--- src/rtl/nvdla_glb_csb_arb.sv ---
// nvdla_glb_csb_arb
//
// Shares the single GLB CSB register-slave port between a host requester (A) and a
// firmware/debug requester (B). Requests are granted round-robin into a one-entry
// output register. The owner of every response-expecting request is recorded in an
// in-order tracking FIFO, so each slave response is routed back to its issuer.
//
// Optional feature: define NVDLA_GLB_CSB_ARB_TIMEOUT_EN to add a response timeout.
// When a response is overdue by TMO_CYC cycles, the oldest outstanding request is
// retired with a synthetic error response.
//
// Ports
//   nvdla_core_clk, nvdla_core_rst     clock and synchronous active-high reset
//   a_req_* / b_req_*                  requester valid/ready/payload (63 bits)
//   csb2glb_req_*                      request channel toward the GLB slave
//   glb2csb_resp_valid/pd              slave response (34 bits, no backpressure)
//   a_resp_* / b_resp_*                routed responses, single-cycle pulses
//   stray_resp                         sticky: response arrived with nothing outstanding
//   outstanding                        tracking FIFO occupancy
module nvdla_glb_csb_arb #(
    parameter int unsigned DEPTH   = 4,
    parameter int unsigned TMO_CYC = 1023
) (
    input  logic                       nvdla_core_clk,
    input  logic                       nvdla_core_rst,
    input  logic                       a_req_pvld,
    input  logic [62:0]                a_req_pd,
    output logic                       a_req_prdy,
    input  logic                       b_req_pvld,
    input  logic [62:0]                b_req_pd,
    output logic                       b_req_prdy,
    output logic                       csb2glb_req_pvld,
    output logic [62:0]                csb2glb_req_pd,
    input  logic                       csb2glb_req_prdy,
    input  logic                       glb2csb_resp_valid,
    input  logic [33:0]                glb2csb_resp_pd,
    output logic                       a_resp_valid,
    output logic [33:0]                a_resp_pd,
    output logic                       b_resp_valid,
    output logic [33:0]                b_resp_pd,
    output logic                       stray_resp,
    output logic [$clog2(DEPTH):0]     outstanding
);

    localparam int unsigned AW = (DEPTH > 1) ? $clog2(DEPTH) : 1;
    localparam int unsigned CW = $clog2(DEPTH) + 1;
    localparam logic [CW-1:0] DepthC = CW'(DEPTH);

    logic          out_vld_q;
    logic [62:0]   out_pd_q;
    logic          last_q;
    logic          mem_q [DEPTH];
    logic [AW-1:0] wr_ptr_q, rd_ptr_q;
    logic [CW-1:0] count_q;
    logic          a_resp_valid_q, b_resp_valid_q;
    logic [33:0]   resp_pd_q;
    logic          stray_q;

    logic a_need, b_need, fifo_room, stage_free;
    logic a_elig, b_elig, gnt_a, gnt_b, gnt;
    logic push, pop, real_pop, tmo_pop, fifo_empty, head;

    // Reads and non-posted writes expect a response.
    assign a_need     = !a_req_pd[54] | a_req_pd[55];
    assign b_need     = !b_req_pd[54] | b_req_pd[55];
    assign fifo_room  = count_q < DepthC;
    assign stage_free = !out_vld_q | csb2glb_req_prdy;
    assign fifo_empty = (count_q == '0);
    assign head       = mem_q[rd_ptr_q];

    always_comb begin
        a_elig = a_req_pvld & stage_free & (!a_need | fifo_room);
        b_elig = b_req_pvld & stage_free & (!b_need | fifo_room);
        // On a tie, the requester not granted last wins.
        gnt_a  = a_elig & (!b_elig | last_q);
        gnt_b  = b_elig & (!a_elig | !last_q);
        gnt    = gnt_a | gnt_b;
        push   = (gnt_a & a_need) | (gnt_b & b_need);
    end

    assign real_pop = glb2csb_resp_valid & !fifo_empty;
    assign pop      = real_pop | tmo_pop;

`ifdef NVDLA_GLB_CSB_ARB_TIMEOUT_EN
    localparam int unsigned TW = ($clog2(TMO_CYC + 1) > 10) ? $clog2(TMO_CYC + 1) : 10;
    logic [TW-1:0] tmo_cnt_q;

    // A real response in the same cycle takes precedence over the timeout.
    assign tmo_pop = !fifo_empty & !glb2csb_resp_valid & (tmo_cnt_q == TW'(TMO_CYC));

    always_ff @(posedge nvdla_core_clk) begin
        if (nvdla_core_rst || fifo_empty || glb2csb_resp_valid || pop) begin
            tmo_cnt_q <= '0;
        end else begin
            tmo_cnt_q <= tmo_cnt_q + 1'b1;
        end
    end
`else
    assign tmo_pop = 1'b0;
`endif

    always_ff @(posedge nvdla_core_clk) begin
        if (nvdla_core_rst) begin
            out_vld_q      <= 1'b0;
            last_q         <= 1'b1;
            wr_ptr_q       <= '0;
            rd_ptr_q       <= '0;
            count_q        <= '0;
            a_resp_valid_q <= 1'b0;
            b_resp_valid_q <= 1'b0;
            stray_q        <= 1'b0;
        end else begin
            if (stage_free) out_vld_q <= gnt;
            if (gnt)        last_q    <= gnt_b;
            if (push)       wr_ptr_q  <= wr_ptr_q + 1'b1;
            if (pop)        rd_ptr_q  <= rd_ptr_q + 1'b1;
            if (push && !pop)      count_q <= count_q + 1'b1;
            else if (!push && pop) count_q <= count_q - 1'b1;
            a_resp_valid_q <= pop & !head;
            b_resp_valid_q <= pop & head;
            if (glb2csb_resp_valid && fifo_empty) stray_q <= 1'b1;
        end
    end

    // Payload and FIFO storage carry no reset; validity is tracked separately.
    always_ff @(posedge nvdla_core_clk) begin
        if (gnt)  out_pd_q         <= gnt_a ? a_req_pd : b_req_pd;
        if (push) mem_q[wr_ptr_q]  <= gnt_b;
        if (pop)  resp_pd_q        <= real_pop ? glb2csb_resp_pd : {1'b0, 1'b1, 32'h0};
    end

    assign a_req_prdy       = gnt_a;
    assign b_req_prdy       = gnt_b;
    assign csb2glb_req_pvld = out_vld_q;
    assign csb2glb_req_pd   = out_pd_q;
    assign a_resp_valid     = a_resp_valid_q;
    assign b_resp_valid     = b_resp_valid_q;
    assign a_resp_pd        = resp_pd_q;
    assign b_resp_pd        = resp_pd_q;
    assign stray_resp       = stray_q;
    assign outstanding      = count_q;

endmodule
--- config.mk ---
export PLATFORM = sky130hd
export DESIGN_NAME = nvdla_glb_csb_arb
export DESIGN_NICKNAME = d
export VERILOG_FILES = /design/src/rtl/nvdla_glb_csb_arb.sv
export SDC_FILE = /design/constraint.sdc
export NUM_CORES = 1
export LEC_CHECK = 0
export ABC_CLOCK_PERIOD_IN_PS = 3500
export BUFFER_PORTS_ARGS = -buffer_cell sky130_fd_sc_hd__buf_4
export CAP_MARGIN = 20
export CORE_AREA = 2 2 118 120
export CTS_BUF_LIST = sky130_fd_sc_hd__clkbuf_16
export CTS_CLUSTER_DIAMETER = 200
export DETAILED_ROUTE_END_ITERATION = 8
export DIE_AREA = 0 0 120 122
export PLACE_DENSITY = 0.78
export REMOVE_ABC_BUFFERS = 1
export SETUP_SLACK_MARGIN = 0.02
export SYNTH_ARGS = -nofsm -noshare
export SYNTH_HDL_FRONTEND = slang
export SYNTH_SLANG_ARGS = --single-unit
--- constraint.sdc ---
create_clock -name nvdla_core_clk -period 3.5 [get_ports nvdla_core_clk]
set_clock_uncertainty 0.05 [all_clocks]
set_input_delay 0.525 -clock nvdla_core_clk [delete_from_list [all_inputs] [get_ports nvdla_core_clk]]
set_output_delay 0.525 -clock nvdla_core_clk [all_outputs]
set_load 0.01 [all_outputs]
# After elaboration in Yosys (flattened, before gate mapping)
# Memories as Yosys holds them, arrays and structs flattened. A register that Yosys moved wholly into a read port is not among the register bits.
# Cells that the tools add are included.
[op_classes]
bitwise_logic = 20
reduce_logical = 17
magnitude_cmp = 1
mux = 7
addsub = 4
[ops]
columns = ["cell", "n"]
rows = [
  ["$mux W63", 1],
  ["$logic_not A1 Y1", 12],
  ["$and A1 B1 Y1", 11],
  ["$or A1 B1 Y1", 9],
  ["$mux W3", 2],
  ["$add A2 B1 Y2 const B", 2],
  ["$mux W2", 2],
  ["$add A3 B1 Y3 const B", 1],
  ["$logic_and A1 B1 Y1", 3],
  ["$logic_not A3 Y1", 1],
  ["$lt A3 B3 Y1 const B", 1],
  ["$sub A3 B1 Y3 const B", 1],
  ["$mux W1", 2],
  ["$reduce_bool A2 Y1", 1],
]
[totals]
memories = 1
mem_bits_rw = 4
word_cells = 60
out_inout_bits = 140
in_bits = 166
ff_bits = 109
[mem_list]
columns = ["memory", "depth", "width", "read_ports", "rd_ports_with_merged_regs", "wr", "line_no", "source"]
rows = [
  ["mem_q", 4, 1, 1, 1, 1, "52", "logic mem_q [DEPTH];"],
]

# Logic depth before layout (Yosys ltp)
# Gate-level depths: netlist of run 1.
[logic_depth]
word_depth = 14
depth_mapped = 9
ltp_nobuf = 9

# Worst setup path after synthesis of run 1
# OpenSTA, ideal clock, no wires.
[synth_path]
kind = "in2reg"
from = "input a_req_pd[55]"
to = "register out_pd_q[0] (netlist: csb2glb_req_pd[0]), enable pin"
path_stages = 4
path_slack_ns = 0.609
arrival_ns = 2.419
setup_time_ns = 0.422
path_buffers = 0
required_ns = 3.028
cell_sequence = "nand2b_1 a211oi_2 inv_1 nand2_1"
[synth_between]
elab_chain_cells = 8
word_cells_on_any_way = 9
classes_between = "7 x bitwise; 2 x reduce/logical"
[synth_rtl]
columns = ["item", "line_no", "source"]
rows = [
  ["start: declaration", "27", "input logic [62:0] a_req_pd,"],
  ["$or A1 B1 Y1 (*)", "64", "assign a_need = !a_req_pd[54] | a_req_pd[55];"],
  ["$logic_not A1 Y1 (*)", "72", "a_elig = a_req_pvld & stage_free & (!a_need | fifo_room);"],
  ["$or A1 B1 Y1 (*)", "72", ""],
  ["$and A1 B1 Y1 (*)", "72", ""],
  ["$logic_not A1 Y1", "76", "gnt_b = b_elig & (!a_elig | !last_q);"],
  ["$or A1 B1 Y1", "76", ""],
  ["$and A1 B1 Y1", "76", ""],
  ["$or A1 B1 Y1 (*)", "77", "gnt = gnt_a | gnt_b;"],
  ["named net gnt", "60", "logic a_elig, b_elig, gnt_a, gnt_b, gnt;"],
  ["end signal: assignment", "127", "if (gnt) out_pd_q <= gnt_a ? a_req_pd : b_req_pd;"],
  ["end: declaration", "50", "logic [62:0] out_pd_q;"],
]
# Mark *: on every way through the listed nets, which the timed path passes. The rest lies on a longest branch.
# A chain may end at the register's enable or synchronous reset.

# Worst setup path in the final report of run 1
[layout_path]
from = "register out_vld_q (netlist: csb2glb_req_pvld)"
to = "output a_req_prdy"
[layout_between]
elab_chain_cells = 7
word_cells_on_any_way = 9
classes_between = "7 x bitwise; 2 x reduce/logical"
[layout_rtl]
columns = ["item", "line_no", "source"]
rows = [
  ["start: declaration", "49", "logic out_vld_q;"],
  ["start signal: assignment", "113", "if (stage_free) out_vld_q <= gnt;"],
  ["$logic_not A1 Y1 (*)", "67", "assign stage_free = !out_vld_q | csb2glb_req_prdy;"],
  ["$or A1 B1 Y1 (*)", "67", ""],
  ["$and A1 B1 Y1 (2 in a row)", "73", "b_elig = b_req_pvld & stage_free & (!b_need | fifo_room);"],
  ["$logic_not A1 Y1", "75", "gnt_a = a_elig & (!b_elig | last_q);"],
  ["$or A1 B1 Y1", "75", ""],
  ["$and A1 B1 Y1 (*)", "75", ""],
  ["end: declaration", "28", "output logic a_req_prdy,"],
]
# Mark *: on every way between the ends. The rest lies on a longest branch, timed or not.

==> results of run 1 <==
-- power breakdown --
group,internal [uW],total [uW],switching (uW)
clock,1020,1580,563
combinational,843,1560,716
sequential,1890,2030,137
-- final cells by class --
| class | instances | area, um2 |
|---|---|---|
| Timing Repair Buffer | 312 | 2370 |
| Multi-Input combinational cell | 117 | 1370 |
| Sequential cell | 115 | 3310 |
| Clock buffer | 17 | 425 |
| Fill cell | 1056 | 5650 |
| Inverter | 7 | 26.3 |
| Clock inverter | 15 | 123 |
| Tap cell | 180 | 225 |
-- worst max-delay path, delay by kind of cell, from the launching register on --
kind                   cells  cell delay (ps)
and+or+nand+nor            1              150
buffers and inverters      1              220
AOI/OAI and AO/OA          2              880
DFF                        1              320
-- through the flow --
| stage | power (uW) | hold WS, ps | cells | setup WS, ps |
|---|---|---|---|---|
| detailed placement | 3640 | 436 | 731 | 750 |
| finish | 5170 | 246 | 763 | 913 |
| CTS | 5250 | 215 | 763 | 875 |
| global route | 5420 | 217 | 763 | 811 |
| global placement | 3600 | 403 | 731 | 823 |
| floorplan | 2850 | 431 | 239 | -598 |
-- layer usage --
layer	part of all wire [%]	vias up	global-route usage [%]
met5	0	-	0
met4	3.1	0	9.78
met3	11	27	7.21
met2	53	202	28.9
met1	33	1535	16.1
li1	-	1585	-
-- cells in the mapped netlist --
master,count
mux4_2,1
fa_1,1
clkbuf_1,1
or2_2,1
xor2_1,3
nand2b_4,1
mux2_4,59
xnor2_1,1
a21oi_1,3
mux2_2,5
inv_1,7
nor4_4,1
o21ai_0,1
nor2_1,8
buf_12,6
buf_6,1
buf_4,34
dfxtp_1,14
mux2i_1,3
a22oi_1,1
a31oi_1,2
a211o_1,1
nand2b_1,6
nor2b_4,1
a211oi_2,1
nand2_1,3
ha_1,5
and2_1,4
o21a_1,1
nor3_1,2
or3_1,1
nor3b_1,1
edfxtp_1,101
-- flip-flops by register name (all words and copies together) (netlist names), named ones only --
name / count
csb2glb_req_pvld: 1
last_q: 1
csb2glb_req_pd: 63
b_resp_valid: 1
outstanding: 3
stray_resp: 1
a_resp_pd: 34
wr_ptr_q: 2
rd_ptr_q: 2
mem_q: 4
a_resp_valid: 1
-- cell families (layout without fill, tap and decap cells) --
family,after synthesis,after routing
compound gates,10,10
xor+xnor,4,4
fa+ha+maj,6,6
buf+inv,49,351
flops,115,115
mux,68,68
simple gates,29,29
-- worst max-delay path by stage --
stage / end / slack [ps] / cells past startpoint / from
after floorplan: csb2glb_req_pd[44]$_DFFE_PP_ / -600 / 4 / a_req_pd[55]
after global placement: outstanding[2]$_SDFFE_PP0P_ / 820 / 10 / a_req_pd[55]
after detailed placement: outstanding[2]$_SDFFE_PP0P_ / 750 / 10 / a_req_pd[55]
after CTS: a_req_prdy / 880 / 4 / csb2glb_req_pvld$_SDFFE_PP0N_
after global routing: a_req_prdy / 810 / 4 / csb2glb_req_pvld$_SDFFE_PP0N_
final: a_req_prdy / 910 / 4 / csb2glb_req_pvld$_SDFFE_PP0N_
==> impl_metrics.env, run 1 <==
export IMPL_worst_r2r_path_depth=9
export IMPL_status="finished clean"
export IMPL_die_y_um=122
export IMPL_path_cells="nor2b_4, a211oi_2, o21a_4, buf_4"
export IMPL_synth_xor_area_share_pct=0.688
export IMPL_fmax_mhz=387
export IMPL_netlist_area_um2=5090
export IMPL_critPathKind="register to output port"
export IMPL_cts_tree="yes"
export IMPL_hold_path_class="input port to register"
export IMPL_drtAntennaViolNets=0
export IMPL_hold_path_startpoint="glb2csb_resp_pd[9]"
export IMPL_start_util_pct=37.7
export IMPL_grt_overflow=0
export IMPL_cp_end_kind="output port"
export IMPL_placed_area_um2=7310
export IMPL_post_cts_buffers=0
export IMPL_final_common_cell="buf_4"
export IMPL_grt_total_usage_pct=16.5
export IMPL_cp_arrival_ps=2010
export IMPL_drv_cap=0
export IMPL_core_um2=13500
export IMPL_wire_per_inst_um=16.3
export IMPL_wirelength_mm=12.4
export IMPL_htree_levels=4
export IMPL_relSlewSlack_pct=62.4
export IMPL_cts_resized=0
export IMPL_first_global_vias=3344
export IMPL_finalSetupViolCount=0
export IMPL_hold_viol=0
export IMPL_period_share_pct=73.9
export IMPL_cts_sinks=115
export IMPL_ys_seq_elements=115
export IMPL_num_vias=3349
export IMPL_rows=43
export IMPL_drc=0
export IMPL_die_area_um2=14600
export IMPL_worstPathRequired_ps=2920
export IMPL_min_to="a_resp_pd[9]$_DFFE_PP_"
export IMPL_yosys_area_share_adder_pct=1.62
export IMPL_pwr_density_cell_nw_per_um2=658
export IMPL_rrSetupSlack_ps=1120
export IMPL_critPathMaxStageDelay_ps=550
export IMPL_dr_pass1_iters=3
export IMPL_synth_mux_area_share_pct=19.5
export IMPL_io_buffers=305
export IMPL_drt_iter0_markers=95
export IMPL_ios=306
export IMPL_synth_compound_area_share_pct=1.35
export IMPL_grt_pass1_wl_mm=17.6
export IMPL_final_area_um2=7850
export IMPL_peakVddDrop_uv=294
export IMPL_dp_hpwl_mm=10.1
export IMPL_vias_per_cell=4.39
export IMPL_power_leakage_uw=0.00355
export IMPL_reg2reg_to="outstanding[2]$_SDFFE_PP0P_"
export IMPL_syn_inst=281
export IMPL_place_congestion=0.758
export IMPL_yosysSeqAreaShare_pct=65.0
export IMPL_worstPathMaxFanout=29
export IMPL_min_period_ps=2590
export IMPL_root_buffer="clkbuf_16"
export IMPL_fin_setup_tns_ps=0
export IMPL_worstReg2RegStart="last_q$_SDFFE_PP1P_"
export IMPL_final_nets=742
export IMPL_synth_distinct_cells=33
export IMPL_antenna_found_initial=0
export IMPL_clkTransAtPathRegs_ps=50
export IMPL_synth_top_area_cell="edfxtp_1"
export IMPL_cts_buffers=17
export IMPL_clk_path_buf_depth=2
export IMPL_tightestPinTransition_ps=564
export IMPL_worst_path_max_delay_cell="o21a_4"
export IMPL_rsz0062_at_grt="false"
export IMPL_synth_top_family_by_area="multiplexers"
export IMPL_drive_gt1_share_pct=70.0
export IMPL_clk_latency_ps=400
export IMPL_syn_to_final_growth_pct=54.2
export IMPL_synthTopCellsByArea="edfxtp_1, mux2_4, dfxtp_1"
export IMPL_avgSynthCellArea_um2=18.1
export IMPL_synth_top_area_share_pct=59.5
export IMPL_cp_start_kind="register"
export IMPL_hold_depth=1
export IMPL_ctsHoldBuffers=0
export IMPL_ys_warn_count=0
export IMPL_slew_violations=0
export IMPL_grt_max_degree=48
export IMPL_synthSimpleGateAreaFrac_pct=3.59
export IMPL_layout_common_cells="buf_4, edfxtp_1, mux2_4, clkbuf_16, dfxtp_1"
export IMPL_die_x_um=120
export IMPL_antennaDiodeCount=0
export IMPL_final_util_pct=58.2
Power figures use the tool's default switching activity.
==> inputs of run 2 (changes only) <==
--- a/config.mk
+++ b/config.mk
@@ -5,7 +5,7 @@
 export SDC_FILE = /design/constraint.sdc
 export NUM_CORES = 1
 export LEC_CHECK = 0
-export ABC_CLOCK_PERIOD_IN_PS = 3500
+export ABC_CLOCK_PERIOD_IN_PS = 2400
 export BUFFER_PORTS_ARGS = -buffer_cell sky130_fd_sc_hd__buf_4
 export CAP_MARGIN = 20
 export CORE_AREA = 2 2 118 120
==> constraint.sdc (replaced) <==
create_clock -name nvdla_core_clk -period 2.4 [get_ports nvdla_core_clk]
set_clock_uncertainty 0.05 [all_clocks]
set_input_delay 0.36 -clock nvdla_core_clk [delete_from_list [all_inputs] [get_ports nvdla_core_clk]]
set_output_delay 0.36 -clock nvdla_core_clk [all_outputs]
set_load 0.01 [all_outputs]
==> impl_metrics.env, run 2 (same netlist as run 1, synthesis figures left out) <==
export IMPL_peakVddDrop_uv=446
export IMPL_grt_max_degree=51
export IMPL_dp_cells=740
export IMPL_dp_hpwl_mm=10.1
export IMPL_place_ws_ps=-29.8
export IMPL_grt_total_usage_pct=16.7
export IMPL_worst_path_max_delay_cell="fa_1"
export IMPL_fmax_mhz=448
export IMPL_pwr_density_cell_nw_per_um2=954
export IMPL_cp_arrival_ps=2520
export IMPL_period_share_pct=93.1
export IMPL_antenna_found_initial=0
export IMPL_hold_viol=0
export IMPL_die_y_um=122
export IMPL_io_buffers=305
export IMPL_clk_path_buf_depth=2
export IMPL_cts_sinks=115
export IMPL_p_int_uw=5450
export IMPL_final_common_cell="buf_4"
export IMPL_dr_pass1_iters=4
export IMPL_cp_start_kind="register"
export IMPL_pwr_share_clk_pct=29.3
export IMPL_htree_levels=4
export IMPL_drt_iter0_markers=96
export IMPL_first_global_vias=3456
export IMPL_instances_no_fill=773
export IMPL_root_buffer="clkbuf_16"
export IMPL_drive_gt1_share_pct=71.3
export IMPL_drc=0
export IMPL_setup_slack_ps=167
export IMPL_worstPathRequired_ps=2680
export IMPL_cts_buffers=17
export IMPL_relSlewSlack_pct=73.3
export IMPL_start_util_pct=37.7
export IMPL_tightestPinTransition_ps=400
export IMPL_antennaDiodeCount=0
export IMPL_hold_path_class="input port to register"
export IMPL_clkTransAtPathRegs_ps=50
export IMPL_layout_common_cells="buf_4, edfxtp_1, mux2_4, clkbuf_16, dfxtp_1"
export IMPL_min_period_ps=2230
export IMPL_pwr_share_comb_pct=31.8
export IMPL_rows=43
export IMPL_clk_latency_ps=400
export IMPL_critPathKind="register to register"
export IMPL_die_x_um=120
export IMPL_wire_per_inst_um=16.3
export IMPL_core_um2=13500
export IMPL_ios=306
export IMPL_path_cells="nor3_2, nand2b_1, ha_1, inv_1, fa_1, xor2_1, or3_1, a21oi_1"
export IMPL_die_area_um2=14600
export IMPL_vias_per_cell=4.41
export IMPL_finalSetupViolCount=0
export IMPL_cp_end_kind="register"
export IMPL_final_nets=752
export IMPL_p_sw_uw=2110
export IMPL_worstPathMaxFanout=4
export IMPL_syn_to_final_growth_pct=55.6
export IMPL_place_congestion=0.779
export IMPL_largest_reg_flops=63
export IMPL_num_vias=3409
export IMPL_grt_pass1_wl_mm=18.1
export IMPL_drv_cap=0
export IMPL_switching_share_pct=27.9
export IMPL_slew_violations=0
export IMPL_rsz0062_at_grt="false"
export IMPL_power_leakage_uw=0.00362
export IMPL_cts_tree="yes"
export IMPL_drtAntennaViolNets=0
export IMPL_wirelength_mm=12.6
export IMPL_p_seq_share_pct=38.9
export IMPL_critPathMaxStageDelay_ps=380
export IMPL_status="finished clean"
export IMPL_grt_overflow=0
run 2: repair_timing:
item                       4_1_cts  5_1_grt
resized for setup                0        2
hold buffers                     0        0
pin swaps                        0        0
setup endpoints to repair        1        1
gates cloned                     0        0
buffers inserted                 1        0
run 2: metal layers:
metal / vias up / global-route usage, % / part of all wire [%]
met2: 204 / 31.1 / 55
met1: 1581 / 15.7 / 32
met3: 22 / 7.12 / 11
met4: 0 / 8.16 / 2.1
li1: 1602 / - / -
met5: - / 0 / 0
run 2: critical path, delay by kind of cell (launching register included):
family	cells	cell delay, ps
buf+inv	1	70
xor+xnor	1	150
flops	1	360
compound gates	1	150
simple gates	3	790
fa+ha+maj	2	600
run 2: area by class of cell:
type                            instances  area (um2)
Timing Repair Buffer                  322        2450
Multi-Input combinational cell        117        1380
Tap cell                              180         225
Sequential cell                       115        3310
Fill cell                            1065        5580
Clock buffer                           17         425
Inverter                                7        26.3
Clock inverter                         15         103
run 2: worst paths after layout:
path                                 startpoint  slack, ps  cells after the start                            end
setup reg to reg    outstanding[0]$_SDFFE_PP0P_        170                      8    outstanding[2]$_SDFFE_PP0P_
hold / removal              glb2csb_resp_pd[23]         80                      1        a_resp_pd[23]$_DFFE_PP_
hold reg to reg   csb2glb_req_pvld$_SDFFE_PP0N_        460                      2  csb2glb_req_pvld$_SDFFE_PP0N_
setup / recovery    outstanding[0]$_SDFFE_PP0P_        170                      8    outstanding[2]$_SDFFE_PP0P_
run 2: power groups by stage:
stage                     Combinational, uW  Clock [uW]  Sequential [uW]
after floorplan                         931           0             3230
after global placement                 2360           0             2960
after detailed placement               2420           0             2980
after CTS                              2440        2280             2940
after global routing                   2580        2370             2980
final                                  2400        2220             2940
run 2: metrics by stage:
step / setup TNS, ps / hold slack (ps) / power [uW] / instance area [um2] / util [%]
floorplan: -111490 / 379 / 4160 / 4700 / -
global placement: 0 / 405 / 5320 / 7390 / 54.7
detailed placement: -29.8 / 451 / 5400 / 7390 / 54.7
CTS: 0 / 57.9 / 7660 / 7920 / 58.7
global route: 0 / 55.0 / 7930 / 7930 / 58.7
finish: 0 / 80.1 / 7560 / 7930 / 58.7
